[src/rtl/sddr_init_seq.sv]
// sddr_init_seq: DDR3 power-up initialisation sequencer.
// Issues a fixed list of control-bus register writes (reset/CKE release,
// MR2/MR3/MR1/MR0 mode-register sets, final switch out of bypass) with
// programmable wait gaps between them, then reports completion.
// Optional feature: define SDDR_INIT_SEQ_ZQCL_EN to insert a ZQCL
// calibration command (A10 address write + ZQCL command + T_ZQINIT_CYC
// wait) after the MR0 wait and before the final write.
module sddr_init_seq #(
    parameter int          BANK_BITS    = 3,
    parameter int          T_RESET_CYC  = 20000,
    parameter int          T_CKE_CYC    = 50000,
    parameter int          T_XPR_CYC    = 128,
    parameter int          T_MOD_CYC    = 12,
    parameter int          T_ZQINIT_CYC = 512,
    parameter logic [15:0] MR0_VAL      = 16'h0000,
    parameter logic [15:0] MR1_VAL      = 16'h0000,
    parameter logic [15:0] MR2_VAL      = 16'h0000,
    parameter logic [15:0] MR3_VAL      = 16'h0000
) (
    input  logic        cpu_clock_i,
    input  logic        reset_i,
    input  logic        start_i,
    output logic        busy_o,
    output logic        done_o,
    output logic        ctrl_cmd_valid,
    output logic [15:0] ctrl_cmd_address,
    output logic [31:0] ctrl_cmd_data,
    output logic        ctrl_cmd_write,
    input  logic        ctrl_cmd_ack
);

    typedef enum logic [1:0] {
        ST_IDLE,
        ST_WR,
        ST_WAIT,
        ST_DONE
    } state_e;

    // Control register map.
    localparam logic [15:0] ADDR_RESET = 16'h0000;
    localparam logic [15:0] ADDR_CMD   = 16'h0004;
    localparam logic [15:0] ADDR_ADDR  = 16'h0008;

    // Index of the final (bypass-release) write in the step list.
`ifdef SDDR_INIT_SEQ_ZQCL_EN
    localparam logic [3:0] LAST_STEP = 4'd13;
`else
    localparam logic [3:0] LAST_STEP = 4'd11;
`endif

    // A wait of zero still costs one cycle so the next write never lands
    // in the cycle right after an ack.
    function automatic logic [31:0] wait_len(input int n);
        return (n > 0) ? 32'(n) : 32'd1;
    endfunction

    // Bank number goes in the top BANK_BITS bits, mode value in [15:0].
    function automatic logic [31:0] mr_word(input logic [1:0] bank, input logic [15:0] val);
        logic [31:0] w;
        w = {16'h0000, val};
        w[31 -: BANK_BITS] = BANK_BITS'(bank);
        return w;
    endfunction

    localparam int W_RESET  = 0;
    localparam int W_CKE    = 1;
    localparam int W_XPR    = 2;
    localparam int W_MOD    = 3;
    localparam int W_ZQINIT = 4;

    localparam logic [31:0] WAIT_LEN [5] = '{
        wait_len(T_RESET_CYC),
        wait_len(T_CKE_CYC),
        wait_len(T_XPR_CYC),
        wait_len(T_MOD_CYC),
        wait_len(T_ZQINIT_CYC)
    };

    state_e      state_q, state_d;
    logic [3:0]  step_q,  step_d;
    logic [31:0] cnt_q,   cnt_d;

    logic [15:0] step_addr;
    logic [31:0] step_data;
    logic [31:0] step_wait;
    logic        step_has_wait;

    // State, step index and wait counter registers.
    // NOTE: sequential state uses non-blocking assignments so every register
    // samples the pre-edge values; blocking here would create ordering races.
    always_ff @(posedge cpu_clock_i or posedge reset_i) begin
        if (reset_i) begin
            state_q <= ST_IDLE;
            step_q  <= '0;
            cnt_q   <= '0;
        end else begin
            state_q <= state_d;
            step_q  <= step_d;
            cnt_q   <= cnt_d;
        end
    end

    // Decode the current step into write address, data and following wait.
    // NOTE: every output of a combinational block gets a default first, so no
    // path through the case leaves a value unassigned and infers a latch.
    always_comb begin
        step_addr     = ADDR_RESET;
        step_data     = 32'h0000_0000;
        step_wait     = 32'd0;
        step_has_wait = 1'b0;
        case (step_q)
            4'd0: begin
                step_data     = 32'h0000_0000;
                step_wait     = WAIT_LEN[W_RESET];
                step_has_wait = 1'b1;
            end
            4'd1: begin
                step_data     = 32'h0000_0003;
                step_wait     = WAIT_LEN[W_CKE];
                step_has_wait = 1'b1;
            end
            4'd2: begin
                step_data     = 32'h0000_0023;
                step_wait     = WAIT_LEN[W_XPR];
                step_has_wait = 1'b1;
            end
            4'd3: begin
                step_addr = ADDR_ADDR;
                step_data = mr_word(2'd2, MR2_VAL);
            end
            4'd5: begin
                step_addr = ADDR_ADDR;
                step_data = mr_word(2'd3, MR3_VAL);
            end
            4'd7: begin
                step_addr = ADDR_ADDR;
                step_data = mr_word(2'd1, MR1_VAL);
            end
            4'd9: begin
                step_addr = ADDR_ADDR;
                step_data = mr_word(2'd0, MR0_VAL);
            end
            // MRS command after each mode-register address write.
            4'd4, 4'd6, 4'd8, 4'd10: begin
                step_addr     = ADDR_CMD;
                step_data     = 32'h0000_0000;
                step_wait     = WAIT_LEN[W_MOD];
                step_has_wait = 1'b1;
            end
`ifdef SDDR_INIT_SEQ_ZQCL_EN
            4'd11: begin
                step_addr = ADDR_ADDR;
                step_data = 32'h0000_0400;
            end
            4'd12: begin
                step_addr     = ADDR_CMD;
                step_data     = 32'h0000_0006;
                step_wait     = WAIT_LEN[W_ZQINIT];
                step_has_wait = 1'b1;
            end
            4'd13: begin
                step_data = 32'h0000_002B;
            end
`else
            4'd11: begin
                step_data = 32'h0000_002B;
            end
`endif
            default: begin
                step_addr = ADDR_RESET;
            end
        endcase
    end

    // Next-state logic: issue write, wait for ack, count gap, advance step.
    always_comb begin
        state_d = state_q;
        step_d  = step_q;
        cnt_d   = cnt_q;
        case (state_q)
            ST_IDLE, ST_DONE: begin
                if (start_i) begin
                    state_d = ST_WR;
                    step_d  = '0;
                end
            end
            ST_WR: begin
                if (ctrl_cmd_ack) begin
                    if (step_q == LAST_STEP) begin
                        state_d = ST_DONE;
                    end else begin
                        step_d = step_q + 4'd1;
                        if (step_has_wait) begin
                            state_d = ST_WAIT;
                            cnt_d   = step_wait;
                        end
                    end
                end
            end
            ST_WAIT: begin
                if (cnt_q <= 32'd1) begin
                    state_d = ST_WR;
                    cnt_d   = 32'd0;
                end else begin
                    cnt_d = cnt_q - 32'd1;
                end
            end
            default: begin
                state_d = ST_IDLE;
            end
        endcase
    end

    // Outputs decoded from registered state so reset clears them at once.
    always_comb begin
        busy_o           = (state_q == ST_WR) || (state_q == ST_WAIT);
        done_o           = (state_q == ST_DONE);
        ctrl_cmd_valid   = (state_q == ST_WR);
        ctrl_cmd_write   = (state_q == ST_WR);
        ctrl_cmd_address = (state_q == ST_WR) ? step_addr : 16'h0000;
        ctrl_cmd_data    = (state_q == ST_WR) ? step_data : 32'h0000_0000;
    end

endmodule

[config.mk]
export PLATFORM = sky130hd
export DESIGN_NAME = sddr_init_seq
export DESIGN_NICKNAME = d
export VERILOG_FILES = /design/src/rtl/sddr_init_seq.sv
export SDC_FILE = /design/constraint.sdc
export NUM_CORES = 1
export LEC_CHECK = 0
export CAP_MARGIN = 40
export CORE_UTILIZATION = 35
export DETAILED_ROUTE_END_ITERATION = 10
export GPL_TIMING_DRIVEN = 0
export HOLD_SLACK_MARGIN = 0.15
export PLACE_DENSITY = 0.69
export SETUP_SLACK_MARGIN = 0.2
export SLEW_MARGIN = 10
export SYNTH_ARGS = -nofsm -noshare
export SYNTH_HDL_FRONTEND = slang
export SYNTH_SLANG_ARGS = --single-unit
[constraint.sdc]
create_clock -name cpu_clock_i -period 3.3 [get_ports cpu_clock_i]
set_input_delay 0.33 -clock cpu_clock_i [delete_from_list [all_inputs] [get_ports cpu_clock_i]]
set_output_delay 0.33 -clock cpu_clock_i [all_outputs]
set_load 0.005 [all_outputs]
==> impl_metrics.csv <==
group,metric,value,unit
clock_tree,clockBufferDepth,2,
timing,fin_worst_skew,9.37,ps
clock_tree,hold_buffers,0,
floorplanning,core,7810,um2
floorplanning,die_x,92.3,um
clock_tree,cts_tree,"done",
route,drt_iter0_drc,173,
power,p_leak,1.46,nW
hold_path,hp-class,"in -> async",
route,routed_wl,6710,um
clock_tree,clock-sinks,38,
grt,first_global_vias,2396,
worst_setup_path,cp.arrival,3110,ps
clock_tree,h-tree-depth,2,
timing,rsz0062_at_grt,"false",
cells_and_area,final_core_util,0.436,
grt,grt.overflow.total,0,
cells_and_area,fin_area,3410,um2
cells_and_area,syn2layout_area_growth,19.4,%
cells_and_area,fill_cells,774,
cells_and_area,layout-drive-gt1-share,0.177,
grt,antenna_found_initial,0,
timing,fin_crit_sh,0.888,
route,postRouteAntennaNets,0,
power,powerDensity,253,nW/um2
cells_and_area,mostFrequentLayoutCell,"buf_4",
timing,hold_viol_final,0,
synth,synth_area_per_cell,8.62,um2
synth,ys_warn_count,0,
floorplanning,die_area,8520,um2
clock_tree,cts_inserted_buffers,5,
synth,syn_inst,331,
worst_setup_path,worst_setup_path_end_kind,"flip-flop",
floorplanning,row_count,32,
cells_and_area,fin_cells,497,
synth,async_reset_ff_frac,1.00,
route,remaining_drc_errors,0,
floorplanning,start_util,0.366,
floorplanning,pin_count,56,
synth,syn_area,2850,um2
place,dpl_worst_slack,181,ps
clock_tree,clkLatencyLatePin,290,ps
synth,yosysSeqAreaShare,0.333,
route,drtPass1Iterations,4,
timing,fin_ws,368,ps
grt,grt_max_degree,39,
synth,synth_edf_count,0,
timing,slew_viol_final,0,
grt,grt_pass1_wl,11300,um
timing,relSlewSlack,0.497,
worst_setup_path,cp.required,3480,ps
floorplanning,die_h,92.3,um
worst_setup_path,critPathKind,"reg -> reg",
synth,yosysUniqueCellTypes,58,
synth,synth_seq_cells,38,
clock_tree,clockRootBuffer,"clkbuf_8",
route,vias_per_cell,5.29,
flow_run,maxCapViolCount,0,
cells_and_area,n_antenna_cell,0,
clock_tree,post_cts_buffers,0,
power,vdd.ir_drop.worst,0.131,mV
worst_setup_path,critPathMaxFanout,9,
place,placedCellCount,489,
place,numPortBuffers,15,
place,hpwl,4920,um
worst_setup_path,startpoint_type,"flip-flop",
timing,worstMarginPinSlew,749,ps
route,vias,2631,
route,routedWlPerCell,13.5,um
grt,grt_use_total,0.166,
timing,timing.fmax,0.341,GHz
cells_and_area,final_cell_mix,"43 x buf_4, 40 x conb_1, 38 x dfrtp_1, 25 x a21oi_1, 19 x nand2_1",
clock_tree,clk_pin_slew,80,ps
place,place_congestion,0.884,
cells_and_area,finalNetCount,407,
status,status,"complete, no violations",
place,placed_cell_area,3300,um2
power,p_total,863,uW
timing,min_period,2930,ps
synth,synthFlopType,"dfrtp_1",
timing,setup_violations,0,
## synthesized netlist by cell type, drive strengths merged, types with 4 or more instances
library cell	n	area (um2)
a21oi	25	125
a31oi	4	25.0
buf	44	328
clkbuf	12	45.0
dfrtp	38	951
ha	9	113
inv	15	56.3
nand2	19	71.3
nand3	8	40.0
nand4	7	43.8
nor2	17	66.3
nor2b	5	31.3
nor3	10	50.1
nor4	8	56.3
o211ai	5	37.5
o21ai	15	75.1
o31ai	8	60.1
or3	11	70.1
or4	16	126
## cell type report
type | instances | area [um2] | area share
plain buffers | 56 | 377 | 0.111
flip-flops and latches | 38 | 951 | 0.279
repair buffers | 17 | 175 | 0.0514
well taps | 102 | 128 | 0.0375
multi-input cells | 261 | 1630 | 0.477
clock buffers | 6 | 82.6 | 0.0242
clock inverters | 2 | 12.5 | 0.00367
inverters | 15 | 56.3 | 0.0165
## state kept, by name, summed over array words and instances (netlist names)
name     flops
cnt_q       32
state_q      2
step_q       4
## worst max-delay path, stage by stage (launching register included)
cell,delay [ps]
dfrtp_1,440
or4_1,520
buf_2,170
or4_4,460
o41ai_4,650
o21ai_0,210
a221o_1,370
## kinds of logic after synthesis
| logic type | synth area share |
|---|---|
| AO/OA/AOI/OAI | 0.217 |
| XOR/XNOR | 0.0123 |
| adder cells (fa/ha/maj) | 0.0395 |
| buffers and inverters | 0.150 |
| flip-flops | 0.333 |
| multiplexers | 0.0105 |
| other | 0.00131 |
| AND/OR/NAND/NOR | 0.236 |
## layer usage
metal	track usage	routed length (um)	vias to the layer above
met5	0	0	-
met4	0.0833	188	0
met3	0.0287	312	16
met2	0.266	3100	83
met1	0.216	3120	1245
li1	-	-	1287
## what timing repair did
item                       in CTS  in global routing
gates resized for setup         2                  4
setup endpoints to repair       3                 11
cloned                          0                  0
## final timing paths
kind,startpoint,to,slack [ps],depth (start not counted)
max,cnt_q[24],cnt_q[7],370,6
min,reset_i,cnt_q[15],380,3
max reg2reg,cnt_q[24],cnt_q[7],370,6
min reg2reg,cnt_q[27],cnt_q[27],550,2
max in group asynchronous,reset_i,step_q[0],2720,3
min in group cpu_clock_i,cnt_q[27],cnt_q[27],550,2
## per-stage QoR
| stage | hold WS [ps] | setup TNS [ps] |
|---|---|---|
| 2_1_floorplan | 497 | 0 |
| 3_3_place_gp | 525 | -139 |
| 3_5_place_dp | 534 | 0 |
| 4_1_cts | 389 | 0 |
| 5_1_grt | 390 | 0 |
| 6_report | 382 | 0 |
## power by group
| part | internal, mW | switching, mW | leakage [nW] |
|---|---|---|---|
| registers | 0.465 | 0 | 0.438 |
| clock network | 0.168 | 0.167 | 0.0472 |
| logic | 0.0353 | 0.0274 | 0.977 |
| total | 0.669 | 0.195 | 1.46 |
Power figures use the tool's default switching activity.
